**src/rtl/mux_nx1_pipe.sv**
```systemverilog
// N-to-1 channel mux with a single-entry registered output buffer and runtime select.
// Optional auto-advance of the selected channel on each accept: define MUX_NX1_PIPE_SCAN_EN.
module mux_nx1_pipe #(
  parameter int N_IN  = 6,
  parameter int WIDTH = 1,
  localparam int SEL_W = (N_IN > 1) ? $clog2(N_IN) : 1
) (
  input  logic                  clk,
  input  logic                  rst,
  input  logic [N_IN*WIDTH-1:0] in_data,
  input  logic [N_IN-1:0]       in_valid,
  output logic [N_IN-1:0]       in_ready,
  input  logic                  sel_wr,
  input  logic [SEL_W-1:0]      sel_in,
  input  logic                  scan_mode,
  output logic [WIDTH-1:0]      out_data,
  output logic                  out_valid,
  input  logic                  out_ready,
  output logic [SEL_W-1:0]      sel_cur,
  output logic                  sel_err,
  output logic [15:0]           xfer_cnt
);

  // Inputs are padded to a power of two so a select index can never address past the vectors.
  localparam int N_PAD = 1 << SEL_W;
  localparam logic [SEL_W:0] N_IN_W = (SEL_W+1)'(N_IN);

  logic [SEL_W-1:0]        sel_p1;
  logic                    vld_p1;
  logic [WIDTH-1:0]        data_p1;
  logic                    err_p1;
  logic [15:0]             cnt_p1;

  logic [N_PAD-1:0]        vld_pad;
  logic [N_PAD*WIDTH-1:0]  data_pad;
  logic [N_PAD-1:0]        one_hot;
  logic                    drain_ok;
  logic                    acc_p0;
  logic [WIDTH-1:0]        data_p0;
  logic                    sel_ok;
  logic [SEL_W-1:0]        sel_nxt;

  function automatic logic [SEL_W-1:0] wrap_inc(input logic [SEL_W-1:0] s);
    return (s == SEL_W'(N_IN - 1)) ? '0 : s + 1'b1;
  endfunction

  // Stage p0: channel select, handshake and select-update decode
  always_comb begin
    vld_pad  = N_PAD'(in_valid);
    data_pad = (N_PAD*WIDTH)'(in_data);
    one_hot  = N_PAD'(1) << sel_p1;
    drain_ok = !vld_p1 || out_ready;
    in_ready = drain_ok ? one_hot[N_IN-1:0] : '0;
    acc_p0   = drain_ok && vld_pad[sel_p1];
    data_p0  = data_pad[sel_p1*WIDTH +: WIDTH];
    sel_ok   = {1'b0, sel_in} < N_IN_W;
    sel_nxt  = sel_p1;
    if (sel_wr && sel_ok) begin
      sel_nxt = sel_in;
    end
`ifdef MUX_NX1_PIPE_SCAN_EN
    else if (scan_mode && acc_p0) begin
      sel_nxt = wrap_inc(sel_p1);
    end
`endif
  end

`ifndef MUX_NX1_PIPE_SCAN_EN
  logic unused_scan;
  assign unused_scan = scan_mode;
`endif

  // Stage p1: output buffer, select register, status
  always_ff @(posedge clk) begin
    if (rst) begin
      vld_p1  <= 1'b0;
      data_p1 <= '0;
      sel_p1  <= '0;
      err_p1  <= 1'b0;
      cnt_p1  <= '0;
    end else begin
      if (acc_p0) begin
        vld_p1  <= 1'b1;
        data_p1 <= data_p0;
        cnt_p1  <= cnt_p1 + 16'd1;
      end else if (out_ready) begin
        vld_p1  <= 1'b0;
      end
      sel_p1 <= sel_nxt;
      err_p1 <= sel_wr && !sel_ok;
    end
  end

  assign out_data  = data_p1;
  assign out_valid = vld_p1;
  assign sel_cur   = sel_p1;
  assign sel_err   = err_p1;
  assign xfer_cnt  = cnt_p1;

endmodule

```
**config.mk**
```make
export PLATFORM = sky130hd
export DESIGN_NAME = mux_nx1_pipe
export DESIGN_NICKNAME = d
export VERILOG_FILES = /design/src/rtl/mux_nx1_pipe.sv
export SDC_FILE = /design/constraint.sdc
export NUM_CORES = 1
export LEC_CHECK = 0
export CORE_MARGIN = 2
export CORE_UTILIZATION = 45
export DETAILED_ROUTE_END_ITERATION = 6
export GPL_ROUTABILITY_DRIVEN = 0
export GPL_TIMING_DRIVEN = 0
export HOLD_SLACK_MARGIN = 0.05
export PLACE_DENSITY = 0.86
export REMOVE_ABC_BUFFERS = 1
export SLEW_MARGIN = 20
export SYNTH_ARGS = -nofsm -noshare
export SYNTH_HDL_FRONTEND = slang
export SYNTH_SLANG_ARGS = --single-unit
```
**constraint.sdc**
```tcl
create_clock -name clk -period 2.75 [get_ports clk]
set_input_delay 0.6875 -clock clk [delete_from_list [all_inputs] [get_ports clk]]
set_output_delay 0.6875 -clock clk [all_outputs]
set_load 0.03 [all_outputs]
```
==> flow_summary.toml <==
[outcome]
status = "completed"

[synth]
ys.flop_type = "dfxtp_1"
synth_top_family_by_area = "simple AND/OR/NAND/NOR gates"
ys_warn_count = 0
ys_types = 33
synth-simple-area-share = 0.323
synth-seq-cells = 22
syn_area_mm2 = 0.00117
synth_top_area_frac = 0.377
synth-xor-area-share = 0.0225
syn_inst = 137
async_flop_share = 0
synth_edf_count = 0
yosysMostFrequentCell = "dfxtp_1"
synthAdderAreaFrac = 0.0107
synth.avg_cell_area_um2 = 8.53
synth_area_leaders = "dfxtp_1, a21oi_1, or4_1"
synthTopCellsByCount = "dfxtp_1, nor2_1, a21oi_1, nand2_1, or4_1"
synth-compound-area-share = 0.134
synth_top_cell_by_area = "dfxtp_1"
seq_area_frac_synth = 0.377
synth_mux_area_frac = 0.0910

[finish]
multi_input_area_um2 = 687
ff_latch_area_um2 = 440
final_nets = 202
design_area_mm2 = 0.00166
num_antenna_cells = 0
drive_gt1_frac = 0.0944
synthToLayoutAreaGrowth_pct = 42.2
fillerInstances = 221

[drt]
avgRoutedWirePerCell_um = 14.0
drc_errors = 0
ant_nets = 0
first_iter_violations = 19
drtPass1Iterations = 4
num_vias = 1222
drt-vias-per-instance = 5.82
routed_wl_um = 2940

[timing]
rsz0062_at_grt = "true"
skew_ps = 3.81
period_needed_ps = 2700
slew_headroom = 0.441
fin_hold_ws_ps = 493
worst_slew_pin_slew_ps = 837
setup_violations = 0
max_freq_mhz = 370
fin_crit_sh = 0.983
hold_viol_final = 0
drv_slew = 0

[clocking]
clockBufferDepth = 2
post-cts-setup-buffers = 0
clock_latency_ps = 310
cts_buffers = 3
cts_hold_buf = 0
tritoncts = "built"
htree_levels = 1
cts_sinks = 22
cts_root_buf = "clkbuf_4"
path_clk_slew_ps = 120

[pwr]
p_comb_frac = 0.235
seq_power_share = 0.504
switching_share = 0.297
p_per_area_mw_per_mm2 = 417
p_clk_frac = 0.261
p_sw_uw = 206
p_leak_nw = 0.582
ir_drop_mv = 0.293
finalPower_uw = 692
p_int_uw = 486

[grt]
grt_pass1_wl_um = 4470
antenna_found_initial = 0
grt_max_degree = 25
first_global_vias = 1070
grt-ovfl-total = 0
globalRouteTotalUtil = 0.203

[die]
placementRows = 18
start_util = 0.472
pin_count = 48
die_h_um = 55.0
die_x_um = 55.0
die_area_mm2 = 0.00302
coreArea_mm2 = 0.00248

[setup_path]
cp_data_arrival_time_ps = 2020
critical_path_class = "in2out"
cp-start-kind = "primary input"
cp_max_fo = 5
end_kind = "primary output"
worstPathRequired_ps = 2060

[min_path]
hold_path_class = "reg2reg"

[placement]
hpwl_um = 2090
numPortBuffers = 46
postPlaceCellArea_mm2 = 0.00163

[job]
max_cap_viol_count = 0
## sequential cells by signal, indices dropped and copies added (netlist names)
| register | cells |
|---|---|
| sel_cur | 3 |
| out_valid | 1 |
| out_data | 1 |
| sel_err | 1 |
| xfer_cnt | 16 |
## power by group through the flow
stage / clock network [mW] / registers (mW) / logic, mW
after floorplan: 0 / 0.377 / 0.0658
after global placement: 0 / 0.355 / 0.161
after detailed placement: 0 / 0.356 / 0.165
after CTS: 0.183 / 0.349 / 0.163
after global routing: 0.199 / 0.352 / 0.176
final: 0.181 / 0.349 / 0.163
## repair_timing
action	CTS	global route
pin swaps	0	0
cloned	0	0
gates resized for setup	7	4
setup endpoints to repair	6	7
## placed cells by master, fill, tap and decap left out, types with 4 or more instances in the layout
master,count
nor2_1,13
a21oi_1,12
dlygate4sd2_1,5
mux2i_1,5
dfxtp_1,22
o21ai_0,4
nand4_1,4
nor3_1,5
nand2_1,11
o31ai_1,7
or4_1,8
clkdlybuf4s50_1,40
nand3_1,6
## through the flow
step | cells | util | worst slack, ps | setup TNS [ps]
2_1_floorplan | 130 | - | 265 | 0
3_3_place_gp | 206 | 0.658 | -210 | -2000
3_5_place_dp | 206 | 0.658 | -260 | -2460
4_1_cts | 210 | 0.670 | 6.33 | 0
5_1_grt | 210 | 0.671 | -11.6 | -20.5
6_report | 210 | 0.671 | 47.4 | 0
## worst max-delay path, stage by stage
cell and delay (ps):
clkdlybuf4s50_1 480, nand2b_1 220, nand2_1 110, nor2_1 120, dlygate4sd2_1 400
## final cells by class
cell class / count / area share
Timing Repair Buffer: 46 / 0.270
Clock buffer: 4 / 0.0218
Inverter: 3 / 0.00678
Sequential cell: 22 / 0.265
Tap cell: 30 / 0.0226
Multi-Input combinational cell: 105 / 0.413
## cell families after synthesis
kind of cell,Yosys count
AO/OA/AOI/OAI,25
XOR/XNOR,3
adder cells (fa/ha/maj),1
buffers and inverters,10
flip-flops,22
multiplexers,9
AND/OR/NAND/NOR,67
## metal layers
layer	wire length, um	track usage	vias up
met3	288	0.0323	6
met1	1270	0.233	567
met4	51	0.0935	0
met5	0	0	-
met2	1340	0.365	56
li1	-	-	593
## final timing paths
check | start | endpoint | slack [ps] | depth (start not counted)
max | out_ready | in_ready[3] | 50 | 5
min | xfer_cnt[15]$_SDFFE_PP0P_ | xfer_cnt[15]$_SDFFE_PP0P_ | 490 | 2
max reg2reg | sel_cur[1]$_SDFFE_PP0P_ | xfer_cnt[10]$_SDFFE_PP0P_ | 440 | 5
min reg2reg | xfer_cnt[15]$_SDFFE_PP0P_ | xfer_cnt[15]$_SDFFE_PP0P_ | 490 | 2
No activity file was read; power rests on OpenSTA's default activity.
